## src/rtl/hazard_ctrl_pkg.sv

```systemverilog
// Hazard-sequencer slice of the rv32i_types definitions: opcode constant and FSM state encoding.
package hazard_ctrl_pkg;

    localparam logic [6:0] op_load = 7'b0000011;

    typedef enum logic [1:0] {
        RUN      = 2'd0,
        MEM_WAIT = 2'd1,
        FLUSH    = 2'd2,
        LU_STALL = 2'd3
    } hazard_state_t;

endpackage

```

## src/rtl/hazard_ctrl_perf_cnt.sv

```systemverilog
// Pair of saturating performance counters (stall cycles, flush entries).
module hazard_perf_cnt #(
    parameter int unsigned CNT_W = 32
) (
    input  logic             clk,
    input  logic             rst,
    input  logic             stall_evt,
    input  logic             flush_evt,
    output logic [CNT_W-1:0] stall_cnt,
    output logic [CNT_W-1:0] flush_cnt
);

    always_ff @(posedge clk) begin
        if (rst) begin
            stall_cnt <= '0;
            flush_cnt <= '0;
        end else begin
            if (stall_evt && (stall_cnt != '1)) stall_cnt <= stall_cnt + 1'b1;
            if (flush_evt && (flush_cnt != '1)) flush_cnt <= flush_cnt + 1'b1;
        end
    end

endmodule

```

## src/rtl/hazard_ctrl.sv

```systemverilog
// Pipeline stall/flush sequencer for the 5-stage RV32I core.
// Optional performance counters enabled by defining HAZARD_PERF_CNT_EN.
module hazard_ctrl
    import hazard_ctrl_pkg::*;
#(
    parameter int unsigned FLUSH_CYCLES = 2,
    parameter int unsigned CNT_W        = 32
) (
    input  logic             clk,
    input  logic             rst,
    input  logic             id_valid,
    input  logic [4:0]       id_rs1_s,
    input  logic [4:0]       id_rs2_s,
    input  logic             ex_valid,
    input  logic [6:0]       ex_opcode,
    input  logic [4:0]       ex_rd_s,
    input  logic             ex_redirect,
    input  logic             imem_wait,
    input  logic             dmem_wait,
    output logic             stall_signal,
    output logic             freeze_stall,
    output logic             flushing_inst,
    output logic             bubble_ex,
    output logic [1:0]       state_o,
    output logic [CNT_W-1:0] perf_stall_cnt,
    output logic [CNT_W-1:0] perf_flush_cnt
);

    localparam logic [2:0] FLUSH_LOAD = 3'(FLUSH_CYCLES - 1);

    hazard_state_t state, next_state;
    logic [2:0]    flush_cnt, flush_cnt_next;
    logic          pending_redirect, pending_next;
    logic          lu;

    assign lu = id_valid && ex_valid && (ex_opcode == op_load) && (ex_rd_s != 5'd0) &&
                ((ex_rd_s == id_rs1_s) || (ex_rd_s == id_rs2_s));

    always_ff @(posedge clk) begin
        if (rst) begin
            state            <= RUN;
            flush_cnt        <= '0;
            pending_redirect <= 1'b0;
        end else begin
            state            <= next_state;
            flush_cnt        <= flush_cnt_next;
            pending_redirect <= pending_next;
        end
    end

    always_comb begin
        next_state     = state;
        flush_cnt_next = flush_cnt;
        pending_next   = pending_redirect;
        case (state)
            RUN, LU_STALL: begin
                // a redirect coinciding with a memory wait is parked, not dropped
                if (dmem_wait) begin
                    next_state   = MEM_WAIT;
                    pending_next = ex_redirect;
                end else if (ex_redirect) begin
                    next_state     = FLUSH;
                    flush_cnt_next = FLUSH_LOAD;
                end else if (lu && (state == RUN)) begin
                    next_state = LU_STALL;
                end else begin
                    next_state = RUN;
                end
            end
            MEM_WAIT: begin
                if (dmem_wait) begin
                    if (ex_redirect) pending_next = 1'b1;
                end else if (pending_redirect || ex_redirect) begin
                    next_state     = FLUSH;
                    flush_cnt_next = FLUSH_LOAD;
                    pending_next   = 1'b0;
                end else begin
                    next_state = RUN;
                end
            end
            FLUSH: begin
                // the squash window is held, not consumed, while memory is frozen
                if (ex_redirect) begin
                    flush_cnt_next = FLUSH_LOAD;
                end else if (dmem_wait) begin
                    flush_cnt_next = flush_cnt;
                end else if (flush_cnt == 3'd0) begin
                    next_state = RUN;
                end else begin
                    flush_cnt_next = flush_cnt - 3'd1;
                end
            end
            default: next_state = RUN;
        endcase
    end

    assign stall_signal  = (state == LU_STALL) && !ex_redirect;
    assign freeze_stall  = dmem_wait || imem_wait || (state == MEM_WAIT);
    assign flushing_inst = (state == FLUSH);
    assign bubble_ex     = (state == FLUSH) || (state == LU_STALL);
    assign state_o       = state;

`ifdef HAZARD_PERF_CNT_EN
    logic flush_evt;
    assign flush_evt = (next_state == FLUSH) && ((state != FLUSH) || ex_redirect);

    hazard_perf_cnt #(.CNT_W(CNT_W)) u_perf (
        .clk       (clk),
        .rst       (rst),
        .stall_evt (stall_signal || freeze_stall),
        .flush_evt (flush_evt),
        .stall_cnt (perf_stall_cnt),
        .flush_cnt (perf_flush_cnt)
    );
`else
    assign perf_stall_cnt = '0;
    assign perf_flush_cnt = '0;
`endif

endmodule

```

## config.mk

```make
export PLATFORM = sky130hd
export DESIGN_NAME = hazard_ctrl
export DESIGN_NICKNAME = d
export VERILOG_FILES = /design/src/rtl/hazard_ctrl_pkg.sv /design/src/rtl/hazard_ctrl_perf_cnt.sv /design/src/rtl/hazard_ctrl.sv
export SDC_FILE = /design/constraint.sdc
export NUM_CORES = 1
export LEC_CHECK = 0
export BUFFER_PORTS_ARGS = -buffer_cell sky130_fd_sc_hd__buf_2
export CAP_MARGIN = 20
export CORE_ASPECT_RATIO = 0.9
export CORE_MARGIN = 4
export CORE_UTILIZATION = 37
export DETAILED_ROUTE_END_ITERATION = 7
export PLACE_DENSITY = 0.8
export SYNTH_ARGS = -nofsm -noshare
export SYNTH_HDL_FRONTEND = slang
export SYNTH_SLANG_ARGS = --single-unit
```

## constraint.sdc

```tcl
create_clock -name clk -period 3.24 [get_ports clk]
set_clock_uncertainty 0.05 [all_clocks]
set_input_delay 0.486 -clock clk [delete_from_list [all_inputs] [get_ports clk]]
set_output_delay 0.486 -clock clk [all_outputs]
set_load 0.02 [all_outputs]
```

After elaboration in Yosys (flattened, before gate mapping)
Index checks and enable logic that the tools add are counted.
- add/subtract/negate cells: 1
- equality and inequality tests: 18
- reduce and logical (&&, ||, !) cells: 20
- multiplexer cells: 22
- operator list (kind ; number):
    $mux 3 ; 7
    $mux 2 ; 8
    $ne 2x2->1 const B ; 7
    $ne 3x3->1 const B ; 4
    $eq 5x5->1 ; 2
    $pmux 3 s3 ; 1
    $reduce_and 4->1 ; 2
    $eq 7x2->1 const B ; 1
    $logic_and 1x1->1 ; 6
    $pmux 2 s3 ; 1
    $reduce_and 6->1 ; 1
    $logic_or 1x1->1 ; 5
    $reduce_bool 5->1 ; 1
    $eq 2x2->1 const B ; 2
    $mux 1 ; 4
    $logic_not 3->1 ; 1
    $sub 3x1->3 const B ; 1
    $eq 2x1->1 const B ; 1
    $logic_not 2->1 ; 1
    $ne 2x1->1 const B ; 1
    $pmux 1 s2 ; 1
    $reduce_bool 2->1 ; 1
    $reduce_or 2->1 ; 1
    $logic_not 1->1 ; 1
- output and inout bits: 70
- register bits: 6

Longest topological paths before layout
- word-level depth: 9
- gate-level depth with buffers: 7
- mapped depth without buffers: 7

Least setup slack after synthesis
No wires, ideal clock.
- path kind: register -> register
- start: reg state[0] (netlist: state_o[0])
- end: reg flush_cnt[2]
- arrival: 1.892 ns
- period minus slack after synthesis: 2.012 ns
- cell stages (with the launch flop): 8
- slack: 1.228 ns
- data required time: 3.120 ns
- cell sequence: dfxtp_1 inv_1 ha_1 inv_1 o21ai_2 a32oi_1 or4b_1 a21oi_1
- longest elaborated chain between the ends: 4
- ends and longest elaborated chain (item ; RTL line ; source):
    start: declaration ; hazard_ctrl.sv:31 ; hazard_state_t state, next_state;
    start signal: assignment ; hazard_ctrl.sv:45 ; state <= next_state;
    $eq 2x2->1 or $logic_not 2->1 (tied branches) ; hazard_ctrl.sv:55 ; case (state)
    $reduce_or 2->1 ; hazard_ctrl.sv:55 ;
    $ne 2x2->1 (no source line) ; - ;
    $reduce_and 6->1 (no source line) ; - ;
    end signal: assignment ; hazard_ctrl.sv:46 ; flush_cnt <= flush_cnt_next;
    end: declaration ; hazard_ctrl.sv:32 ; logic [2:0] flush_cnt, flush_cnt_next;
Parallel ways exist; a longest one is shown, timed or not.
A chain may end at the register's enable or synchronous reset.

Final worst setup path
Ends and elaborated chain as after synthesis.

==> results.py <==
metrics = {
    "run_status": {
        "outcome": "complete, no violations",
    },
    "placement": {
        "dpl_cell_area_um2": 1070,
        "place_hpwl_um": 1830,
        "buffer_ports.inserted": 34,
        "pre_cts_ws_ns": 1.19,
        "place_congestion": 0.717,
    },
    "finish": {
        "most_frequent_standard_cell_in_the_layout_excluding_fill_and_tap_cells": "sky130_fd_sc_hd__conb_1",
        "postLayoutCoreUtil_pct": 39.0,
        "most-common-layout-cells": "sky130_fd_sc_hd__conb_1, sky130_fd_sc_hd__buf_2, sky130_fd_sc_hd__xnor2_1",
        "layout.nets": 216,
        "area.sequential_um2": 120,
        "fillers": 297,
        "insertedDiodeCount": 0,
        "drive_gt1_share_pct": 23.5,
        "final_design_area_no_fill_um2": 1090,
        "multi_input_comb_area_um2": 704,
        "areaGrowthSynthToFinish_pct": -0.114,
    },
    "synth": {
        "seq_area_frac_synth_pct": 11.0,
        "yosys_register_bits": 6,
        "synthesis.yosys.warnings": 0,
        "netlist_top_cells_area": "sky130_fd_sc_hd__buf_4, sky130_fd_sc_hd__dfxtp_1, sky130_fd_sc_hd__xnor2_1",
        "synth_top_area_share_pct": 44.0,
        "post_synth_instance_area_um2": 1090,
        "synth_area_per_cell_um2": 7.63,
        "synth_top_area_cell": "sky130_fd_sc_hd__buf_4",
        "syn-instance-count": 143,
        "yosysUniqueCellTypes": 31,
    },
    "power": {
        "p_clk_share_pct": 21.2,
        "leakage_nw": 0.586,
        "vdd.ir_drop.worst_uv": 87.6,
        "seq_power_share_pct": 25.3,
        "switching_part_of_the_total_power_pct": 48.2,
        "switchingPower_mw": 0.164,
        "int_pwr_mw": 0.176,
        "power_density_nw_per_um2": 312,
        "power.share.combinational_pct": 53.6,
    },
    "sta": {
        "worst_slack_ns": 1.16,
        "final_setup_vio_count": 0,
        "fmax_ghz": 0.482,
        "period_needed_ns": 2.08,
        "grt_setup_unrepaired": "no",
        "maxSlewViolCount": 0,
        "fin_hold_ws_ns": 0.403,
        "min_period_over_period_pct": 64.1,
        "timing_hold_violations_final": 0,
        "fin_tns_setup_ns": 0,
    },
    "die": {
        "die_w_um": 65.2,
        "die_h_um": 59.5,
        "ioPinCount": 99,
        "start_util_pct": 39.1,
        "floorplan.die_area_um2": 3880,
        "fp.coreArea_um2": 2790,
        "placementRows": 18,
    },
    "cts": {
        "clock_tree.root_cell": "sky130_fd_sc_hd__clkbuf_4",
        "hold_buffers": 0,
        "clk_pin_slew_ns": 0.05,
        "cts_setup_buffers": 0,
        "htree_num_levels": 1,
        "ctsResizeCount": 0,
        "clock_latency_late_sink_ns": 0.24,
        "max-clock-path-buffers": 2,
        "tritoncts_num_sinks": 6,
        "tritoncts.num_buffers": 3,
        "tritoncts": "done",
    },
    "global_route": {
        "grt_overflow": 0,
        "largest_net_degree_at_the_start_of_global_routing": 9,
        "grt_antenna_before_repair": 0,
        "first_global_vias": 736,
        "grt_pass1_wl_um": 3060,
        "track_usage_pct": 10.3,
    },
    "setup_path": {
        "critPathMaxStageDelay_ns": 0.54,
        "worstPathCellList": "inv_1 > ha_1 > inv_1 > o21ai_2 > a32oi_1 > or4b_1 > a21oi_1",
        "startpoint_kind_of_the_worst_setup_timing_path": "register",
        "cp.required_ns": 3.37,
        "cell_repeated_most_along_the_worst_path": "sky130_fd_sc_hd__inv_1",
        "timing.critical_path.slowest_stage_cell": "sky130_fd_sc_hd__or4b_1",
        "endpoint_kind": "register",
        "timing_worst_setup_path_type": "reg -> reg",
        "worst_ep_arrival_time_ns": 2.21,
        "worst-path-max-fanout": 6,
    },
    "drt": {
        "drtPass1Iterations": 4,
        "route.detailed.wl_per_inst_um": 9.40,
        "route.detailed.vias_per_inst": 3.80,
        "routed_wire_length_um": 2060,
        "first_iter_violations": 19,
        "drt.antenna.violating_nets": 0,
        "drc_errors": 0,
        "num_vias": 833,
    },
    "run": {
        "maxCapViolCount": 0,
    },
    "worst_hold_path": {
        "holdCritPathClass": "reg -> reg",
    },
}
==> path summary, 6_finish.rpt <==
check | end | slack (ns) | cells past startpoint | start
setup / recovery | flush_cnt[2]$_SDFFE_PP0P_ | 1.16 | 7 | state_o[0]$_SDFFE_PP0P_
hold / removal | flush_cnt[1]$_SDFFE_PP0P_ | 0.40 | 2 | flush_cnt[1]$_SDFFE_PP0P_
setup reg to reg | flush_cnt[2]$_SDFFE_PP0P_ | 1.16 | 7 | state_o[0]$_SDFFE_PP0P_
hold reg to reg | flush_cnt[1]$_SDFFE_PP0P_ | 0.40 | 2 | flush_cnt[1]$_SDFFE_PP0P_
==> power by group through the flow <==
stage               combinational, mW  clock, mW  sequential [mW]
floorplan                       0.193          0           0.0896
global placement                0.177          0           0.0864
detailed placement              0.179          0           0.0873
CTS                             0.180     0.0747           0.0858
global route                    0.199     0.0810           0.0871
finish                          0.182     0.0720           0.0860
==> per-stage QoR <==
step                cells  power [mW]
detailed placement    216       0.266
finish                219       0.340
CTS                   219       0.341
global placement      216       0.264
global route          219       0.368
floorplan             206       0.283
==> cells by family after synthesis <==
logic type / after synthesis / share of synthesized area, %
multiplexers: 2 / 1.83
adder cells (fa/ha/maj): 6 / 6.88
AND/OR/NAND/NOR: 28 / 14.6
other: 1 / 0.344
flip-flops: 6 / 11.0
buffers and inverters: 70 / 46.1
AO/OA/AOI/OAI: 20 / 11.2
XOR/XNOR: 10 / 8.03
==> cells in the mapped netlist <==
cell / number
sky130_fd_sc_hd__or4b_1: 1
sky130_fd_sc_hd__nand4_1: 1
sky130_fd_sc_hd__nand3_1: 2
sky130_fd_sc_hd__o31a_2: 1
sky130_fd_sc_hd__inv_1: 6
sky130_fd_sc_hd__or2_2: 1
sky130_fd_sc_hd__and4b_1: 1
sky130_fd_sc_hd__nor2_1: 5
sky130_fd_sc_hd__nor3_1: 3
sky130_fd_sc_hd__buf_4: 64
sky130_fd_sc_hd__a21oi_1: 6
sky130_fd_sc_hd__nor4_1: 1
sky130_fd_sc_hd__or3_1: 1
sky130_fd_sc_hd__o2111ai_1: 1
sky130_fd_sc_hd__dfxtp_1: 6
sky130_fd_sc_hd__ha_1: 6
sky130_fd_sc_hd__conb_1: 1
sky130_fd_sc_hd__or3_2: 1
sky130_fd_sc_hd__a2111oi_0: 1
sky130_fd_sc_hd__o21ai_2: 1
sky130_fd_sc_hd__o21ai_0: 7
sky130_fd_sc_hd__and2_1: 1
sky130_fd_sc_hd__mux2i_1: 2
sky130_fd_sc_hd__o22ai_1: 2
sky130_fd_sc_hd__or2b_1: 1
sky130_fd_sc_hd__a32oi_1: 1
sky130_fd_sc_hd__nor2b_1: 2
sky130_fd_sc_hd__and2b_2: 1
sky130_fd_sc_hd__xnor2_1: 10
sky130_fd_sc_hd__nand2b_1: 2
sky130_fd_sc_hd__nand2_1: 4
==> routing by layer <==
layer | global-route usage (%) | up-vias | wire (um)
li1 | - | 418 | -
met2 | 19.9 | 42 | 1130
met1 | 9.64 | 371 | 686
met4 | 5.33 | 0 | 10
met5 | 0 | - | 0
met3 | 3.23 | 2 | 232
==> final cells by class <==
cell class	instances	share of cell area, %
clock buffers	3	2.07
inverters	6	2.07
multi-input cells	130	64.6
flip-flops and latches	6	11.0
well taps	40	4.59
repair buffers	34	15.6
==> worst max-delay path, delay by kind of cell, from the launching register on <==
family	cells	cell delay, ns
buffers and inverters	2	0.17
AO/OA/AOI/OAI	3	0.45
AND/OR/NAND/NOR	1	0.54
adder cells (fa/ha/maj)	1	0.38
flip-flops	1	0.43
==> state kept, by name, indices dropped and copies added, names as in the netlist <==
| signal | count |
|---|---|
| flush_cnt | 3 |
| state_o | 2 |
| pending_redirect | 1 |
No activity file was read; power rests on OpenSTA's default activity.
